$ cat src/rtl/sccb_config_sequencer.sv
// Camera register-table sequencer: walks a {addr,data} ROM and issues one SCCB write per entry.
// Build macro SCCB_RETRY_EN adds bounded per-entry retries on NACK.
// IDLE waiting start | POWERUP power-up wait | FETCH ROM latency | DECODE entry | ISSUE request
// WAIT_DONE bus write | DELAY delay entry | DONE table complete | ERROR write failed
module sccb_config_sequencer #(
   parameter int p_rom_addrw   = 8,
   parameter int p_rom_latency = 1,
   parameter int p_clk_hz      = 25_000_000,
   parameter int p_powerup_ms  = 1,
   parameter int p_delay_ms    = 10,
   parameter int p_max_retries = 3
) (
   input  logic                   i_clk,
   input  logic                   i_rst,
   input  logic                   i_start,
   output logic [p_rom_addrw-1:0] o_rom_addr,
   input  logic [15:0]            i_rom_data,
   output logic                   o_sccb_valid,
   input  logic                   i_sccb_ready,
   output logic [7:0]             o_sccb_addr,
   output logic [7:0]             o_sccb_data,
   input  logic                   i_sccb_done,
   input  logic                   i_sccb_nack,
   output logic                   o_busy,
   output logic                   o_done,
   output logic                   o_error,
   output logic [p_rom_addrw-1:0] o_err_addr,
   output logic [p_rom_addrw:0]   o_wr_count
);

   localparam int lp_pu_cyc   = p_powerup_ms * p_clk_hz / 1000;
   localparam int lp_dly_cyc  = p_delay_ms * p_clk_hz / 1000;
   localparam int lp_cnt_max0 = (lp_pu_cyc > lp_dly_cyc) ? lp_pu_cyc : lp_dly_cyc;
   localparam int lp_cnt_max  = (lp_cnt_max0 > p_rom_latency) ? lp_cnt_max0 : p_rom_latency;
   localparam int lp_cntw     = $clog2(lp_cnt_max) + 1;

   // A wait of zero cycles still spends one cycle in its state.
   localparam logic [lp_cntw-1:0] lp_pu_load    = (lp_pu_cyc > 0)  ? lp_cntw'(lp_pu_cyc - 1)  : '0;
   localparam logic [lp_cntw-1:0] lp_dly_load   = (lp_dly_cyc > 0) ? lp_cntw'(lp_dly_cyc - 1) : '0;
   localparam logic [lp_cntw-1:0] lp_fetch_load = lp_cntw'(p_rom_latency - 1);

`ifdef SCCB_RETRY_EN
   localparam int                 lp_rtw       = (p_max_retries > 0) ? $clog2(p_max_retries + 1) : 1;
   localparam logic [lp_rtw-1:0]  lp_retry_max = lp_rtw'(p_max_retries);
`else
   localparam int lp_unused_max_retries = p_max_retries;
`endif

   typedef enum logic [3:0] {
      S_IDLE,
      S_POWERUP,
      S_FETCH,
      S_DECODE,
      S_ISSUE,
      S_WAIT_DONE,
      S_DELAY,
      S_DONE,
      S_ERROR
   } state_t;

   state_t                 state_q,     state_d;
   logic [lp_cntw-1:0]     cnt_q,       cnt_d;
   logic [p_rom_addrw-1:0] rom_addr_q,  rom_addr_d;
   logic                   valid_q,     valid_d;
   logic [7:0]             sccb_addr_q, sccb_addr_d;
   logic [7:0]             sccb_data_q, sccb_data_d;
   logic                   done_q,      done_d;
   logic                   error_q,     error_d;
   logic [p_rom_addrw-1:0] err_addr_q,  err_addr_d;
   logic [p_rom_addrw:0]   wr_count_q,  wr_count_d;
   logic                   autostart_q, autostart_d;
   logic                   advance;
`ifdef SCCB_RETRY_EN
   logic [lp_rtw-1:0]      retry_q,     retry_d;
`endif

   always_ff @(posedge i_clk) begin
      if (i_rst) begin
         state_q     <= S_IDLE;
         cnt_q       <= '0;
         rom_addr_q  <= '0;
         valid_q     <= 1'b0;
         sccb_addr_q <= '0;
         sccb_data_q <= '0;
         done_q      <= 1'b0;
         error_q     <= 1'b0;
         err_addr_q  <= '0;
         wr_count_q  <= '0;
         autostart_q <= 1'b1;
`ifdef SCCB_RETRY_EN
         retry_q     <= '0;
`endif
      end else begin
         state_q     <= state_d;
         cnt_q       <= cnt_d;
         rom_addr_q  <= rom_addr_d;
         valid_q     <= valid_d;
         sccb_addr_q <= sccb_addr_d;
         sccb_data_q <= sccb_data_d;
         done_q      <= done_d;
         error_q     <= error_d;
         err_addr_q  <= err_addr_d;
         wr_count_q  <= wr_count_d;
         autostart_q <= autostart_d;
`ifdef SCCB_RETRY_EN
         retry_q     <= retry_d;
`endif
      end
   end

   always_comb begin
      state_d     = state_q;
      cnt_d       = cnt_q;
      rom_addr_d  = rom_addr_q;
      valid_d     = valid_q;
      sccb_addr_d = sccb_addr_q;
      sccb_data_d = sccb_data_q;
      done_d      = done_q;
      error_d     = error_q;
      err_addr_d  = err_addr_q;
      wr_count_d  = wr_count_q;
      autostart_d = autostart_q;
      advance     = 1'b0;
`ifdef SCCB_RETRY_EN
      retry_d     = retry_q;
`endif

      case (state_q)
         // The post-reset run is an implicit start request taken from IDLE.
         S_IDLE, S_DONE, S_ERROR: begin
            if (i_start || autostart_q) begin
               state_d     = S_POWERUP;
               cnt_d       = lp_pu_load;
               rom_addr_d  = '0;
               done_d      = 1'b0;
               error_d     = 1'b0;
               err_addr_d  = '0;
               wr_count_d  = '0;
               autostart_d = 1'b0;
`ifdef SCCB_RETRY_EN
               retry_d     = '0;
`endif
            end
         end
         S_POWERUP: begin
            if (cnt_q == '0) begin
               state_d = S_FETCH;
               cnt_d   = lp_fetch_load;
            end else begin
               cnt_d = cnt_q - lp_cntw'(1);
            end
         end
         S_FETCH: begin
            if (cnt_q == '0) begin
               state_d = S_DECODE;
            end else begin
               cnt_d = cnt_q - lp_cntw'(1);
            end
         end
         S_DECODE: begin
            if (i_rom_data == 16'hFFFF) begin
               state_d = S_DONE;
               done_d  = 1'b1;
            end else if (i_rom_data == 16'hFFF0) begin
               state_d = S_DELAY;
               cnt_d   = lp_dly_load;
            end else begin
               state_d     = S_ISSUE;
               sccb_addr_d = i_rom_data[15:8];
               sccb_data_d = i_rom_data[7:0];
               valid_d     = 1'b1;
            end
         end
         S_ISSUE: begin
            if (i_sccb_ready) begin
               state_d = S_WAIT_DONE;
               valid_d = 1'b0;
            end
         end
         S_WAIT_DONE: begin
            if (i_sccb_done) begin
               if (!i_sccb_nack) begin
                  wr_count_d = wr_count_q + (p_rom_addrw + 1)'(1);
                  advance    = 1'b1;
`ifdef SCCB_RETRY_EN
               end else if (retry_q < lp_retry_max) begin
                  retry_d = retry_q + lp_rtw'(1);
                  valid_d = 1'b1;
                  state_d = S_ISSUE;
`endif
               end else begin
                  state_d    = S_ERROR;
                  error_d    = 1'b1;
                  err_addr_d = rom_addr_q;
               end
            end
         end
         S_DELAY: begin
            if (cnt_q == '0) begin
               advance = 1'b1;
            end else begin
               cnt_d = cnt_q - lp_cntw'(1);
            end
         end
         default: state_d = S_IDLE;
      endcase

      // The last table slot ends the run rather than wrapping to entry 0.
      if (advance) begin
         if (rom_addr_q == '1) begin
            state_d = S_DONE;
            done_d  = 1'b1;
         end else begin
            state_d    = S_FETCH;
            cnt_d      = lp_fetch_load;
            rom_addr_d = rom_addr_q + p_rom_addrw'(1);
`ifdef SCCB_RETRY_EN
            retry_d    = '0;
`endif
         end
      end
   end

   assign o_rom_addr   = rom_addr_q;
   assign o_sccb_valid = valid_q;
   assign o_sccb_addr  = sccb_addr_q;
   assign o_sccb_data  = sccb_data_q;
   assign o_busy       = (state_q != S_IDLE) && (state_q != S_DONE) && (state_q != S_ERROR);
   assign o_done       = done_q;
   assign o_error      = error_q;
   assign o_err_addr   = err_addr_q;
   assign o_wr_count   = wr_count_q;

endmodule

$ cat config.mk
export PLATFORM = sky130hd
export DESIGN_NAME = sccb_config_sequencer
export DESIGN_NICKNAME = d
export VERILOG_FILES = /design/src/rtl/sccb_config_sequencer.sv
export SDC_FILE = /design/constraint.sdc
export NUM_CORES = 1
export LEC_CHECK = 0
export BUFFER_PORTS_ARGS = -buffer_cell sky130_fd_sc_hd__buf_2
export CORE_AREA = 2 2 95 97
export DETAILED_ROUTE_END_ITERATION = 10
export DIE_AREA = 0 0 97 99
export PLACE_DENSITY = 0.6
export SYNTH_ARGS = -nofsm -noshare
export SYNTH_HDL_FRONTEND = slang
export SYNTH_SLANG_ARGS = --single-unit
$ cat constraint.sdc
create_clock -name i_clk -period 4.79 [get_ports i_clk]
set_input_delay 0.958 -clock i_clk [delete_from_list [all_inputs] [get_ports i_clk]]
set_output_delay 0.958 -clock i_clk [all_outputs]
set_load 0.02 [all_outputs]
Word-level counts from Yosys, hierarchy flattened
Index checks and enable logic that the tools add are counted.

Register bits: 68. Bits in latches: 0. Memory bits (writable): 0. Memory bits (read-only): 0. Input bits: 22. Output and inout port bits: 45. Word-level logic and storage cells: 107. Memories kept: 0.

Add/sub/neg operators: 3. Multipliers: 0. Div/mod/pow operators: 0. Magnitude comparators: 0. Eq/ne operators: 27. Shift-type cells: 0. Multiplexer cells: 48. Bitwise gates (word level): 2. Reduce and logical (&&, ||, !) cells: 16.

Operators by type and width (count): $mux 19 (7); $pmux 19 s4 (1); $mux 8 (7); $eq 16x16->1 const B (2); $mux 4 (7); $pmux 4 s7 (1); $mux 9 (3); $logic_not 19->1 (1); $sub 19x1->19 const B (1); $ne 3x3->1 const B (6); $pmux 9 s2 (1); $eq 4x3->1 const B (4); $ne 2x2->1 const B (8); $pmux 8 s2 (1); $mux 1 (13); $reduce_and 4->1 (3); $add 9x1->9 const B (1); $add 8x1->8 const B (1); $eq 4x2->1 const B (2); $eq 8x8->1 const B (1); $pmux 1 s2 (4); $reduce_and 7->1 (1); $eq 4x1->1 const B (1); $eq 4x4->1 const B (1); 14 further kinds (18).

Longest topological paths before layout
Gate-level depths: netlist of the first run.

Depth in word-level cells: 6. Mapped depth: 12. Mapped depth without buffers: 10.

Worst setup path after synthesis of the first run
Ideal clock, no wire load.

Path kind: in2reg. Start point: input i_rom_data[0]. End point: register cnt_q[13]. Library setup time: 0.137 ns. Arrival: 2.610 ns. Data required time: 4.653 ns. Path slack: 2.043 ns. Stages on the path: 6. Buffers on the path: 0. Cell sequence: or4_4 > or4_1 > a211oi_2 > o31a_1 > o32a_1 > a211oi_2.

Word-level cells in the longest chain between the ends: 6. Elaborated cells on any way between the ends: 7. Those cells by class: eq/ne: 2; mux: 5.

Ends and longest elaborated chain: start, declared (RTL line 17) `input logic [15:0] i_rom_data,`; $eq 16x16->1 (RTL line 164) `end else if (i_rom_data == 16'hFFF0) begin`; $mux 19 (RTL line 164); $mux 19 * (RTL line 161) `if (i_rom_data == 16'hFFFF) begin`; $pmux 19 s4 * (RTL line 128) `case (state_q)`; $mux 19 (RTL line 210) `if (rom_addr_q == '1) begin`; $mux 19 * (RTL line 209) `if (advance) begin`; end signal, assigned (RTL line 95) `cnt_q <= cnt_d;`; end, declared (RTL line 62) `logic [lp_cntw-1:0] cnt_q, cnt_d;`.

Every way passes the cells marked *; elsewhere a longest branch is shown, timed or not. A chain may end at the register's enable or synchronous reset.

Worst setup path after layout of the first run
Start point: register state_q[3]. End point: output o_busy.

Word-level cells in the longest chain between the ends: 3. Elaborated cells on any way between the ends: 5. Those cells by class: eq/ne: 2; reduce/logical: 3.

Ends and longest elaborated chain: start, declared (RTL line 61) `state_t state_q, state_d;`; start signal, assigned (RTL line 94) `state_q <= state_d;`; $ne 4x3->1 / $reduce_bool 4->1 (equally long branches) (RTL line 228) `assign o_busy = (state_q != S_IDLE) && (state_q != S_DONE) && (state_q != S_ERROR);`; $logic_and 1x1->1 (RTL line 228); $logic_and 1x1->1 * (RTL line 228); end, declared (RTL line 24) `output logic o_busy,`.

Marked as above.

==> results of run 1 <==
==> through the flow <==
| stage | worst slack (ps) | instance area (um^2) |
|---|---|---|
| 4_1_cts | 1970 | 4080 |
| 3_3_place_gp | 1820 | 3910 |
| 2_1_floorplan | 2040 | 3530 |
| 5_1_grt | 1840 | 4080 |
| 6_report | 1990 | 4080 |
| 3_5_place_dp | 1780 | 3910 |
==> Yosys cell counts (all sizes together), types with 3 or more instances <==
master  count  share of area [%]
a211oi     13                3.2
a21o        3               0.64
a21oi      37                5.4
a31oi       7                1.2
and2        3               0.53
and3        7                1.2
buf        13                2.0
clkbuf      7               0.74
dfxtp      68                 39
ha          5                1.8
inv        11                1.2
mux2        3               0.96
mux2i      18                5.1
nand2      31                3.3
nand2b      5               0.89
nand3      16                2.3
nand3b      7                1.6
nand4      10                1.8
nor2       64                6.9
nor3       18                2.6
nor4        4                1.1
o21ai       9                1.3
o22ai       3               0.89
or2         3               0.53
or3         7                1.2
or4         6                1.4
xnor2       4               0.99
xor2        7                1.7
==> how the worst max path moves through the flow <==
| stage | startpoint | endpoint | slack, ps | cells past startpoint |
|---|---|---|---|---|
| after floorplan | i_rom_data[0] | cnt_q[13]$_SDFF_PP0_ | 2040 | 6 |
| after global placement | i_rom_data[0] | cnt_q[4]$_SDFF_PP0_ | 1820 | 7 |
| after detailed placement | i_rom_data[0] | cnt_q[4]$_SDFF_PP0_ | 1780 | 7 |
| after CTS | state_q[0]$_SDFFE_PP0P_ | o_busy | 1970 | 4 |
| after global routing | state_q[0]$_SDFFE_PP0P_ | o_busy | 1840 | 4 |
| final | state_q[3]$_SDFFE_PP0P_ | o_busy | 1990 | 4 |
==> final cells by class <==
type	instances	area share, %
multi-input cells	326	49.8
well taps	108	3.31
clock buffers	9	3.03
inverters	11	1.01
flip-flops and latches	68	33.4
clock inverters	7	1.26
repair buffers	67	8.28
==> registers in the layout, indices dropped and copies added, names as in the netlist, 4 cells and up <==
signal and flops:
cnt_q 19, o_err_addr 8, o_rom_addr 8, o_sccb_addr 8, o_sccb_data 8, o_wr_count 9, state_q 4
==> worst max-delay path: cells and delay by family (launching register included) <==
family	cells	cell delay (ps)
DFF	1	580
and+or+nand+nor	2	630
buffers and inverters	2	280
==> power by group <==
group	internal (mW)	switching [mW]
combinational	0.334	0.558
sequential	0.641	0.109
clock	0.190	0.236
total	1.17	0.904
==> metal layers <==
layer,global-route usage [%],vias up,part of all wire (%)
met5,0,-,0
met4,7.58,0,1.8
met3,3.62,12,5.4
met2,28.3,81,45
met1,25.0,1518,48
li1,-,1676,-
==> kinds of logic after synthesis <==
family	count (synthesis)	synth area share [%]
xor+xnor	11	2.73
flops	68	38.6
simple gates	192	28.3
compound gates	97	18.7
fa+ha+maj	5	1.77
buf+inv	31	3.87
mux	21	6.06
==> impl_metrics.json, run 1 <==
{
  "outcome": "completed",
  "layout-drive-gt1-share_pct": 21.3,
  "layout.cells.non_filler": 596,
  "crit_chain": "and4b_1 > or2_2 > inv_1 > buf_2",
  "worstMarginPinSlew_ps": 1010,
  "finalMaxSlewViolations": 0,
  "cts_sinks": 68,
  "fin_crit_sh_pct": 58.5,
  "syn_nets": 452,
  "synth-seq-cells": 68,
  "holdPathStages": 2,
  "cts_inserted_buffers": 9,
  "leakagePower_nw": 1.61,
  "num_antenna_cells": 0,
  "seq_area_frac_synth_pct": 38.6,
  "r2r_slack_ps": 2130,
  "gp_congestion": 0.823,
  "fin_crit_ps": 2800,
  "crit_fanout": 14,
  "htree_levels": 3,
  "numPortBuffers": 66,
  "root_buffer": "clkbuf_8",
  "setup_viol": 0,
  "vias": 3287,
  "hold_start": "o_err_addr[3]$_SDFFE_PP0P_",
  "crit_arrival_ps": 1850,
  "die_width_um": 97,
  "finalNetCount": 510,
  "wl_per_cell_um": 14.6,
  "rr_endpoint": "cnt_q[0]$_SDFF_PP0_",
  "reg2reg_depth": 8,
  "power_density_nw_per_um2": 507,
  "ant_nets": 0,
  "required_ps": 3830,
  "yosysWarningCount": 0,
  "critical_path_class": "reg -> out",
  "mostFrequentLayoutCell": "dfxtp_1",
  "register_area_um2": 1360,
  "synth_area_um2": 3530,
  "cts_max_path_buffers": 2,
  "dp_cells": 580,
  "cp-end-kind": "output pin",
  "max_slew_margin_pct": 32.8,
  "cp_slowest_stage_delay_ps": 580,
  "grt_pass1_wl_um": 14600,
  "reg2reg_from": "cnt_q[14]$_SDFF_PP0_",
  "finalPower_mw": 2.07,
  "hold_path_class": "reg -> reg",
  "cp_slowest_cell": "dfxtp_1",
  "antenna_found_initial": 0,
  "skew_ps": 11.0,
  "die_y_um": 99,
  "cts_tree": "done",
  "finalHoldViolations": 0,
  "cts-resized-gates": 0,
  "path_clk_slew_ps": 80,
  "cts_hold_buf": 0,
  "final_core_util_pct": 47.7,
  "ios": 67,
  "peakVddDrop_mv": 0.227,
  "coreArea_um2": 8550,
  "insertion_delay_ps": 350,
  "syn-instance-count": 425,
  "synth_cell_type_count": 64,
  "rsz0062_at_grt": "false",
  "holdWs_ps": 469,
  "whs_endpoint": "o_err_addr[3]$_SDFFE_PP0P_",
  "gr-usage-all-layers_pct": 18.3,
  "fmax_mhz": 357,
  "overflow": 0,
  "post_cts_buffers": 0,
  "fill_cells": 857,
  "final_cell_mix": "dfxtp_1 (68), buf_2 (66), nor2_1 (63)",
  "routed_wl_um": 8720,
  "die_area_um2": 9600,
  "avgSynthCellArea_um2": 8.30,
  "vias_per_cell": 5.52,
  "synth_edf_count": 0,
  "grt_pass1_vias": 3021,
  "fp-row-count": 34,
  "grt_max_degree": 43,
  "cap_violations": 0,
  "drc": 0,
  "ys_async_sr_fraction_pct": 0,
  "start_util_pct": 41.3,
  "firstDrtPassIters": 4,
  "hpwl_um": 6340,
  "setup-tns-final_ps": 0,
  "multi_input_area_um2": 2030,
  "start_kind": "flip-flop",
  "drt_iter0_drc": 204,
  "yosys_most_used_dff": "dfxtp_1",
  "syn_to_final_growth_pct": 15.7
}
Note: power is estimated with default switching activity, not from simulation.
==> run 2, diff against run 1 <==
Settings changed: PLACE_DENSITY 0.6 to 0.63.
Clock period 4.79 ns to 2.35 ns, I/O delays scaled along.
==> impl_metrics.json, run 2 (same netlist as run 1, synthesis figures left out) <==
{
  "wl_per_cell_um": 14.4,
  "antenna_found_initial": 0,
  "reg2reg_depth": 8,
  "layout.cells.non_filler": 630,
  "fin_crit_ps": 2250,
  "reg2reg_from": "cnt_q[1]$_SDFF_PP0_",
  "vias": 3511,
  "ios": 67,
  "final_cell_mix": "dfxtp_1 (68), buf_2 (66), nor2_1 (63)",
  "path_clk_slew_ps": 80,
  "num_antenna_cells": 0,
  "mostFrequentLayoutCell": "dfxtp_1",
  "worstMarginPinSlew_ps": 611,
  "cts_max_path_buffers": 2,
  "cp-end-kind": "flip-flop",
  "grt_max_degree": 40,
  "hpwl_um": 6750,
  "post_cts_buffers": 0,
  "finalNetCount": 544,
  "crit_arrival_ps": 2520,
  "largest_reg_flops": 19,
  "root_buffer": "clkbuf_8",
  "rsz0062_at_grt": "true",
  "cts_sinks": 68,
  "grt_pass1_wl_um": 15200,
  "numPortBuffers": 66,
  "start_kind": "flip-flop",
  "placed_area_um2": 4170,
  "stdcell_area_um2": 4410,
  "dp_cells": 614,
  "gp_congestion": 0.893,
  "r2r_slack_ps": 100,
  "leakagePower_nw": 1.80,
  "drc": 0,
  "top_register": "cnt_q",
  "fin_crit_sh_pct": 95.6,
  "insertion_delay_ps": 340,
  "vias_per_cell": 5.57,
  "critical_path_class": "reg -> reg",
  "die_area_um2": 9600,
  "outcome": "completed",
  "crit_start": "cnt_q[1]$_SDFF_PP0_",
  "cts_tree": "done",
  "gr-usage-all-layers_pct": 19.2,
  "coreArea_um2": 8550,
  "routed_wl_um": 9060,
  "cap_violations": 0,
  "layout-drive-gt1-share_pct": 26.8,
  "finalHoldViolations": 0,
  "final_core_util_pct": 51.6,
  "cts_inserted_buffers": 9,
  "setup_viol": 0,
  "crit_path_end": "cnt_q[10]$_SDFF_PP0_",
  "finalMaxSlewViolations": 0,
  "power_density_nw_per_um2": 1080,
  "fp-row-count": 34,
  "die_y_um": 99,
  "ant_nets": 0,
  "crit_fanout": 4,
  "holdWs_ps": 322,
  "htree_levels": 3,
  "required_ps": 2630,
  "skew_ps": 11.4,
  "rr_endpoint": "cnt_q[10]$_SDFF_PP0_",
  "overflow": 0,
  "start_util_pct": 41.3,
  "die_width_um": 97,
  "peakVddDrop_mv": 0.484,
  "firstDrtPassIters": 4,
  "syn_to_final_growth_pct": 25.0,
  "max_slew_margin_pct": 58.9,
  "drt_iter0_drc": 208,
  "grt_pass1_vias": 3194,
  "fmax_mhz": 445,
  "hold_path_class": "in -> reg"
}
-- run 2: changes by cell type in the layout (fill, tap and decap cells not counted), moves of 2 or more --
cell	change
buf_4	+33
a2111oi_0	-2
a2111oi_1	+2
bufinv_16	+2
clkinvlp_4	-2
-- run 2: worst min-delay path by stage --
| stage | from | to | slack (ps) | cells past startpoint |
|---|---|---|---|---|
| after floorplan | autostart_q$_SDFFE_PP1P_ | autostart_q$_SDFFE_PP1P_ | 450 | 1 |
| after global placement | o_err_addr[7]$_SDFFE_PP0P_ | o_err_addr[7]$_SDFFE_PP0P_ | 450 | 2 |
| after detailed placement | o_err_addr[5]$_SDFFE_PP0P_ | o_err_addr[5]$_SDFFE_PP0P_ | 460 | 2 |
| after CTS | i_sccb_ready | o_sccb_valid$_SDFFE_PP0P_ | 300 | 2 |
| after global routing | i_sccb_ready | o_sccb_valid$_SDFFE_PP0P_ | 320 | 2 |
| final | i_sccb_ready | o_sccb_valid$_SDFFE_PP0P_ | 320 | 2 |
-- run 2: power breakdown --
| group | switching (mW) | internal [mW] | leakage (nW) | total (mW) |
|---|---|---|---|---|
| registers | 0.149 | 1.31 | 0.552 | 1.45 |
| clock network | 0.470 | 0.600 | 0.111 | 1.07 |
| logic | 1.29 | 0.936 | 1.14 | 2.23 |
| total | 1.91 | 2.84 | 1.80 | 4.75 |
-- run 2: final cells by class --
class,instances,area (um^2)
Multi-Input combinational cell,326,2050
Tap cell,108,135
Clock buffer,10,128
Sequential cell,68,1360
Timing Repair Buffer,101,606
Clock inverter,6,87.6
Fill cell,820,4140
Inverter,11,41.3
-- run 2: critical path: stages, from the launching register on --
cell and delay (ps):
dfxtp_1 370, inv_1 80, ha_1 200, nor4b_1 140
and4b_4 230, and2_2 210, or4b_1 520, or3_1 320
a31oi_1 130
-- run 2: routing by layer --
layer  global-route usage (%)  up-vias  part of all wire (%)  wire length (um)
li1                         -     1742                     -                 -
met1                     25.3     1665                    47              4230
met2                     31.3       89                    47              4240
met3                     3.33       15                   4.6               419
met4                     7.80        0                   1.8               167
met5                        0        -                     0                 0
-- run 2: repair_timing --
| action | 4_1_cts | 5_1_grt |
|---|---|---|
| resized for setup | 0 | 6 |
| hold buffers | 0 | 0 |
| setup endpoints to repair | 0 | 11 |
-- run 2: per-stage QoR --
| step | power (mW) | setup slack (ps) | setup TNS [ps] |
|---|---|---|---|
| 2_1_floorplan | 2.91 | 90.9 | 0 |
| 3_3_place_gp | 3.61 | -77.3 | -215 |
| 3_5_place_dp | 3.66 | -92.9 | -290 |
| 4_1_cts | 4.73 | 28.1 | 0 |
| 5_1_grt | 5.07 | -0.0833 | -0.0833 |
| 6_report | 4.75 | 103 | 0 |
==> run 3, diff against run 2 <==
Settings changed: CORE_AREA 2 2 95 97 to 2 2 105 107, DIE_AREA 0 0 97 99 to 0 0 107 109, PLACE_DENSITY 0.63 to 0.53.
==> impl_metrics.json, run 3 (same netlist as run 1, synthesis figures left out) <==
{
  "cts_inserted_buffers": 9,
  "wl_per_cell_um": 14.3,
  "drc": 0,
  "crit_start": "cnt_q[0]$_SDFF_PP0_",
  "antenna_found_initial": 0,
  "cts_max_path_buffers": 2,
  "final_core_util_pct": 43.4,
  "top_register": "cnt_q",
  "syn_to_final_growth_pct": 30.3,
  "peakVddDrop_mv": 0.412,
  "routed_wl_um": 9720,
  "cp-end-kind": "flip-flop",
  "largest_reg_flops": 19,
  "cts_sinks": 68,
  "required_ps": 2640,
  "r2r_slack_ps": 110,
  "hold_path_class": "in -> reg",
  "cp_slowest_stage_delay_ps": 500,
  "setup-tns-final_ps": 0,
  "leakagePower_nw": 1.89,
  "overflow": 0,
  "crit_cells": 9,
  "rr_endpoint": "cnt_q[10]$_SDFF_PP0_",
  "crit_path_end": "cnt_q[10]$_SDFF_PP0_",
  "final_cell_mix": "dfxtp_1 (66), buf_2 (66), nor2_1 (63)",
  "start_kind": "flip-flop",
  "die_y_um": 109,
  "cap_violations": 0,
  "grt_pass1_vias": 3372,
  "finalNetCount": 560,
  "fill_cells": 1094,
  "die_width_um": 107,
  "finalHoldViolations": 0,
  "fin_crit_sh_pct": 95.1,
  "cp_top_family": "simple AND/OR/NAND/NOR gates",
  "fmax_mhz": 447,
  "max_slew_margin_pct": 48.7,
  "insertion_delay_ps": 350,
  "layout-drive-gt1-share_pct": 29.9,
  "finalMaxSlewViolations": 0,
  "crit_chain": "inv_1 > ha_2 > nor4b_2 > and4b_4 > and2_4 > buf_4 > or4b_4 > or3_1 > a31oi_1",
  "coreArea_um2": 10600,
  "htree_levels": 3,
  "power_density_nw_per_um2": 1080,
  "outcome": "completed",
  "root_buffer": "clkbuf_8",
  "vias_per_cell": 5.14,
  "power_switching_mw": 1.95,
  "drt_iter0_drc": 180,
  "ios": 67,
  "pwr-share-clk_pct": 21.7,
  "worstMarginPinSlew_ps": 769,
  "skew_ps": 5.29,
  "setup_viol": 0,
  "setup_slack_ps": 114,
  "crit_fanout": 3,
  "cts_hold_buf": 0,
  "numPortBuffers": 66,
  "crit_buf_inv": 2,
  "rsz0062_at_grt": "false",
  "gp_congestion": 0.863,
  "fp-row-count": 38,
  "reg2reg_depth": 9,
  "firstDrtPassIters": 4,
  "pwr-share-seq_pct": 29.3,
  "cp_slowest_cell": "or4b_4",
  "fin_crit_ps": 2240,
  "gr-usage-all-layers_pct": 17.5,
  "power_frac_comb_pct": 49.0,
  "preCtsSetupSlack_ps": -120,
  "start_util_pct": 33.3,
  "num_antenna_cells": 0,
  "internal-power_mw": 3.03,
  "p_sw_share_pct": 39.2,
  "cts_tree": "done",
  "vias": 3484,
  "grt_max_degree": 24,
  "grt_pass1_wl_um": 16300,
  "hpwl_um": 7370,
  "crit_arrival_ps": 2520,
  "finalPower_mw": 4.99,
  "reg2reg_from": "cnt_q[0]$_SDFF_PP0_",
  "critical_path_class": "reg -> reg",
  "ant_nets": 0,
  "path_clk_slew_ps": 70,
  "die_area_um2": 11700
}
## run 3: worst reg2reg max path, delay by kind of cell, from the launching register on
kind | cells | cell delay, ps
compound gates | 1 | 160
fa+ha+maj | 1 | 180
buf+inv | 2 | 180
flops | 1 | 330
simple gates | 5 | 1320
## run 3: how the worst min path moves through the flow
stage | cells past startpoint | start | endpoint | slack, ps
2_1_floorplan | 1 | autostart_q$_SDFFE_PP1P_ | autostart_q$_SDFFE_PP1P_ | 450
3_5_place_dp | 2 | o_err_addr[4]$_SDFFE_PP0P_ | o_err_addr[4]$_SDFFE_PP0P_ | 460
3_3_place_gp | 2 | o_err_addr[5]$_SDFFE_PP0P_ | o_err_addr[5]$_SDFFE_PP0P_ | 450
6_report | 2 | i_sccb_ready | o_sccb_valid$_SDFFE_PP0P_ | 330
5_1_grt | 2 | i_sccb_ready | o_sccb_valid$_SDFFE_PP0P_ | 340
4_1_cts | 2 | i_sccb_ready | o_sccb_valid$_SDFFE_PP0P_ | 320
## run 3: power groups by stage
stage,Sequential (mW),Clock (mW),Combinational [mW]
floorplan,1.50,0,1.41
global placement,1.47,0,2.36
detailed placement,1.48,0,2.38
CTS,1.45,1.11,2.39
global route,1.49,1.16,2.69
finish,1.46,1.08,2.44
## run 3: area by class of cell
cell class	instances	area [um^2]	area share [%]
Timing Repair Buffer	117	738	16.1
Tap cell	140	175	3.81
Sequential cell	68	1360	29.7
Inverter	11	41.3	0.898
Multi-Input combinational cell	326	2060	44.8
Clock buffer	12	145	3.16
Clock inverter	4	72.6	1.58
## run 3: metal layers
metal	GRT usage (%)	share of wire [%]
met4	7.42	1.6
met5	0	0
met1	23.2	47
met2	28.1	48
met3	3.05	4.0
## run 3: timing repair
action	4_1_cts	5_1_grt
setup endpoints to repair	0	24
buffers inserted	0	1
resized for setup	0	11
## run 3: metrics by stage
step | cell area (um^2) | cells | hold WS [ps]
after global placement | 4340 | 661 | 452
after floorplan | 3530 | 425 | 450
after global routing | 4600 | 678 | 345
after CTS | 4560 | 677 | 323
final | 4600 | 678 | 327
after detailed placement | 4340 | 661 | 456
